File: src/rtl/serial_arith_pkg.sv
// Shared types and helpers for the bit-serial arithmetic units.
// Holds the sequencing state encoding and the bit-counter width rule.
// No logic; imported by the serial datapath modules.
package serial_arith_pkg;

    typedef enum logic [1:0] {
        IDLE = 2'd0,
        RUN  = 2'd1,
        DONE = 2'd2
    } state_t;

    // Bit counter must index 0..W-1, and never collapse to zero width for W = 1.
    function automatic int cnt_width(input int w);
        int cw;
        cw = $clog2(w);
        return (cw < 1) ? 1 : cw;
    endfunction

endpackage

File: src/rtl/full_sub_cell.sv
// One-bit full subtractor: d = x - y - c, bo = borrow out.
// Purely combinational, zero latency.
// No handshake; the caller sequences it.
module full_sub_cell (
    input  logic x,
    input  logic y,
    input  logic c,
    output logic d,
    output logic bo
);

    assign d  = x ^ y ^ c;
    assign bo = (~x & y) | (~(x ^ y) & c);

endmodule

File: src/rtl/serial_sub_unit.sv
// Bit-serial W-bit subtractor: diff = a - b - bin, LSB first, one cell + borrow flop.
// Latency: accept edge, then W RUN edges; out_valid rises on the W-th RUN edge.
// Backpressure: result held in DONE until out_ready; in_ready only in IDLE.
module serial_sub_unit
    import serial_arith_pkg::*;
#(
    parameter int W = 8
) (
    input  logic         clk,
    input  logic         rst,
    input  logic         in_valid,
    output logic         in_ready,
    input  logic [W-1:0] a,
    input  logic [W-1:0] b,
    input  logic         bin,
    output logic         out_valid,
    input  logic         out_ready,
    output logic [W-1:0] diff,
    output logic         bout
);

    localparam int            CW   = cnt_width(W);
    localparam logic [CW-1:0] LAST = CW'(W - 1);

    state_t        state;
    logic [CW-1:0] cnt;
    logic [W-1:0]  a_sr;
    logic [W-1:0]  b_sr;
    logic          brw;
    logic          cell_d;
    logic          cell_bo;
    logic [W-1:0]  diff_shift;

    full_sub_cell u_cell (
        .x  (a_sr[0]),
        .y  (b_sr[0]),
        .c  (brw),
        .d  (cell_d),
        .bo (cell_bo)
    );

    // New bit enters at the MSB so that after W shifts bit 0 lands at diff[0].
    always_comb begin
        diff_shift        = diff >> 1;
        diff_shift[W-1]   = cell_d;
    end

    always_ff @(posedge clk or posedge rst) begin
        if (rst) begin
            state     <= IDLE;
            in_ready  <= 1'b1;
            out_valid <= 1'b0;
            diff      <= '0;
            bout      <= 1'b0;
            cnt       <= '0;
            brw       <= 1'b0;
            a_sr      <= '0;
            b_sr      <= '0;
        end else begin
            case (state)
                IDLE: begin
                    if (in_valid && in_ready) begin
                        a_sr     <= a;
                        b_sr     <= b;
                        brw      <= bin;
                        cnt      <= '0;
                        in_ready <= 1'b0;
                        state    <= RUN;
                    end
                end
                RUN: begin
                    diff <= diff_shift;
                    a_sr <= a_sr >> 1;
                    b_sr <= b_sr >> 1;
                    brw  <= cell_bo;
                    if (cnt == LAST) begin
                        bout      <= cell_bo;
                        out_valid <= 1'b1;
                        state     <= DONE;
                    end else begin
                        cnt <= cnt + CW'(1);
                    end
                end
                DONE: begin
                    if (out_ready) begin
                        out_valid <= 1'b0;
                        in_ready  <= 1'b1;
                        state     <= IDLE;
                    end
                end
                default: begin
                    state     <= IDLE;
                    in_ready  <= 1'b1;
                    out_valid <= 1'b0;
                end
            endcase
        end
    end

endmodule

File: config.mk
export PLATFORM = sky130hd
export DESIGN_NAME = serial_sub_unit
export DESIGN_NICKNAME = d
export VERILOG_FILES = /design/src/rtl/serial_arith_pkg.sv /design/src/rtl/full_sub_cell.sv /design/src/rtl/serial_sub_unit.sv
export SDC_FILE = /design/constraint.sdc
export NUM_CORES = 1
export LEC_CHECK = 0
export ABC_CLOCK_PERIOD_IN_PS = 3240
export BUFFER_PORTS_ARGS = -buffer_cell sky130_fd_sc_hd__buf_2
export CELL_PAD_IN_SITES_DETAIL_PLACEMENT = 1
export CELL_PAD_IN_SITES_GLOBAL_PLACEMENT = 2
export CORE_MARGIN = 1
export CORE_UTILIZATION = 38
export CTS_BUF_LIST = sky130_fd_sc_hd__clkbuf_4 sky130_fd_sc_hd__clkbuf_8 sky130_fd_sc_hd__clkbuf_16
export CTS_CLUSTER_SIZE = 30
export DETAILED_ROUTE_END_ITERATION = 8
export PLACE_DENSITY = 0.92
export SYNTH_ARGS = -nofsm -noshare
export SYNTH_HDL_FRONTEND = slang
export SYNTH_SLANG_ARGS = --single-unit
File: constraint.sdc
create_clock -name clk -period 3.24 [get_ports clk]
set_clock_uncertainty 0.2 [all_clocks]
set_input_delay 0.324 -clock clk [delete_from_list [all_inputs] [get_ports clk]]
set_output_delay 0.324 -clock clk [all_outputs]
set_load 0.05 [all_outputs]
==> metrics <==
status=finished clean; Critical path origin=state[0]$_DFFE_PP0P_; first-pass GRT wire length=5740 um; Switching Share=0.401; Starting DRT DRC Count=46; Die H=66.8 um; Top Family by Delay on Critical Path=flip-flops; Max VDD drop=0.000341 V; routed vias=1155; Port Buf Inserts=31; Buf/Inv on CP=1; GR Overflow Total=0; mean routed wirelength per cell=15.5 um; worst skew pair latency=0.29 ns; Psw=0.787 mW; combinational power share=0.423; Final Hold Vio Count=0; Worst R2R Setup Slack=1.20 ns; pin count of the biggest net entering global routing=34; ys flop type=dfrtp_1; CTS H-tree lvls=2; post-synthesis sequential element count=33; sequential area share after synthesis=0.519; total routing usage reported by global routing=0.179; Root Buffer Master=clkbuf_8; post_cts resized=0; total length of routed wires=3410 um; Netlist cell types=27; slowest cell on the critical path=dfrtp_1; dpl hpwl=2340 um; mapped cell area=1590 um^2; routability congestion estimate=0.749; deepest clock path buffer count=2; r2r startpoint=state[0]$_DFFE_PP0P_; R2R Path End=b_sr[0]$_DFFE_PP0P_; die area=4460 um^2; maximum net fanout on the critical path=16; max-cap violation count=0; Area Growth Syn to Fin=18.4%; actual slew at the worst max-slew pin=0.504 ns; crit path DAT=2.00 ns; Max Clk Rate=489 MHz; Leak=0.873 nW; max_slew headroom=0.664; CTS tree=done; Die Wd=66.8 um; Final Non-Filler Cells=220; final antenna-violating net count=0; Core ar.=4000 um^2; synth warn=0; crit path capture type=flop; Inserted Diodes=0; syn_area_per_cell=11.6 um^2; Placement Cell Area=1760 um^2; FILL cells=448; fin crit share=0.631; Total Power=1.96 mW; dpl cells=211; RSZ-0062 raised after global routing=false; CTS buffer count=5; CTS Sinks=33; Power per Cell Area=1040 nW/um^2; largest cells by area after synthesis=dfrtp_1 50%, o21ai_0 10%, mux2i_1 8.8%; Clock power frac=0.211; Starting Density=0.398; row cnt=23; vias in the first global route=1202; Critical path destination=b_sr[0]$_DFFE_PP0P_; Reg power frac=0.366; ys async rst share=1.00; area share of the largest cell type after synthesis=0.502; Setup CP Type=flop to flop; final setup TNS=0 ns; postcts setup bufs=0; Crit. path cell count=4; I/O pin count=32; Hold Crit Class=primary input to flop; layout cells sized above 1=0.353; post-route cell area=1890 um^2; EDFF count, synth=0; multi-input logic area=663 um^2; Max Slew Vio Count=0; Worst Setup Start Kind=flop; initial antenna violation count=0; sequential standard cell area=827 um^2; crit path time final=2.04 ns; worst-path cell chain=nor2b_4 > buf_4 > mux2i_1 > o21ai_0; Yosys top cell by area=dfrtp_1; drt pass-1 iters=4; Pint=1.18 mW; Clock Pin Slew Worst Setup and Hold Paths=0.07 ns; syn nets=161; DRC errors left=0; post-synthesis cell count=137; Data required, critical path=3.20 ns; R2R depth=4; # setup viols final=0; Hold WS=0.0441 ns; CP peak stage delay=0.55 ns; nets=193; Vias/cell=5.25
==> layout by cell type (no fill, tap or decap), types with 2 or more instances in the layout <==
cell and instances:
o21ai_0 32, mux2i_1 14, buf_4 4, mux2_4 2
a22o_2 3, a21oi_1 3, a22o_1 3, inv_1 5
ha_1 2, mux2_2 9, clkbuf_8 6, buf_2 31
dfrtp_1 32, nor2_1 5, nand2_1 4, and4b_1 2
==> metal layers <==
metal  GRT usage  share of wire
met1       0.218           0.44
met2       0.284           0.48
met3      0.0514          0.053
met4      0.0957          0.021
met5           0              0
==> kinds of logic (layout without fill, tap and decap cells) <==
| kind of cell | Yosys count | after routing | synth area share |
|---|---|---|---|
| AOI/OAI and AO/OA | 45 | 45 | 0.164 |
| DFF | 33 | 33 | 0.519 |
| muxes | 25 | 25 | 0.170 |
| adders and majority gates | 3 | 3 | 0.0283 |
| buffers and inverters | 16 | 49 | 0.0651 |
| and+or+nand+nor | 15 | 15 | 0.0534 |
==> layout make-up <==
type                    instances  area share
flip-flops and latches         33       0.438
multi-input cells              88       0.351
repair buffers                 36       0.103
clock buffers                   7      0.0477
well taps                      50      0.0332
clock inverters                 1      0.0159
inverters                       5     0.00995
==> worst min path at each step <==
stage,startpoint,endpoint,cells past startpoint
final,in_valid,in_ready$_DFFE_PP1P_,2
after global routing,in_valid,in_ready$_DFFE_PP1P_,2
after CTS,in_valid,in_ready$_DFFE_PP1P_,2
after detailed placement,rst,diff[7]$_DFFE_PP0P_,3
after global placement,rst,diff[7]$_DFFE_PP0P_,3
after floorplan,in_valid,in_ready$_DFFE_PP1P_,1
==> power groups by stage <==
stage	logic [mW]	clock network [mW]	registers, mW
floorplan	0.477	0	0.917
global placement	0.806	0	0.709
detailed placement	0.843	0	0.731
CTS	0.847	0.423	0.724
global route	0.921	0.435	0.748
finish	0.832	0.414	0.720
==> repair_timing <==
item                                    4_1_cts  5_1_grt
endpoints found under the setup margin        0        0
hold buffers                                  1        0
hold endpoints to repair                     32        0
==> cells in the mapped netlist (3+ instances only) <==
library cell / instances
nand2_1: 4
inv_1: 5
buf_6: 4
nor2_1: 5
a22o_1: 3
a22o_2: 3
mux2i_1: 14
a21oi_1: 3
o21ai_0: 32
mux2_2: 9
clkbuf_1: 4
dfrtp_1: 32
==> flip-flops by register name, summed over array words and instances (netlist names) <==
register / count
state: 2
bout: 1
out_valid: 1
cnt: 3
b_sr: 8
a_sr: 8
brw: 1
in_ready: 1
diff: 8
==> metrics by stage <==
stage	worst slack, ns	util
2_1_floorplan	1.48	-
3_3_place_gp	1.27	0.439
3_5_place_dp	1.18	0.439
4_1_cts	1.17	0.472
5_1_grt	1.03	0.472
6_report	1.20	0.472
(Power assumes the default switching activity.)
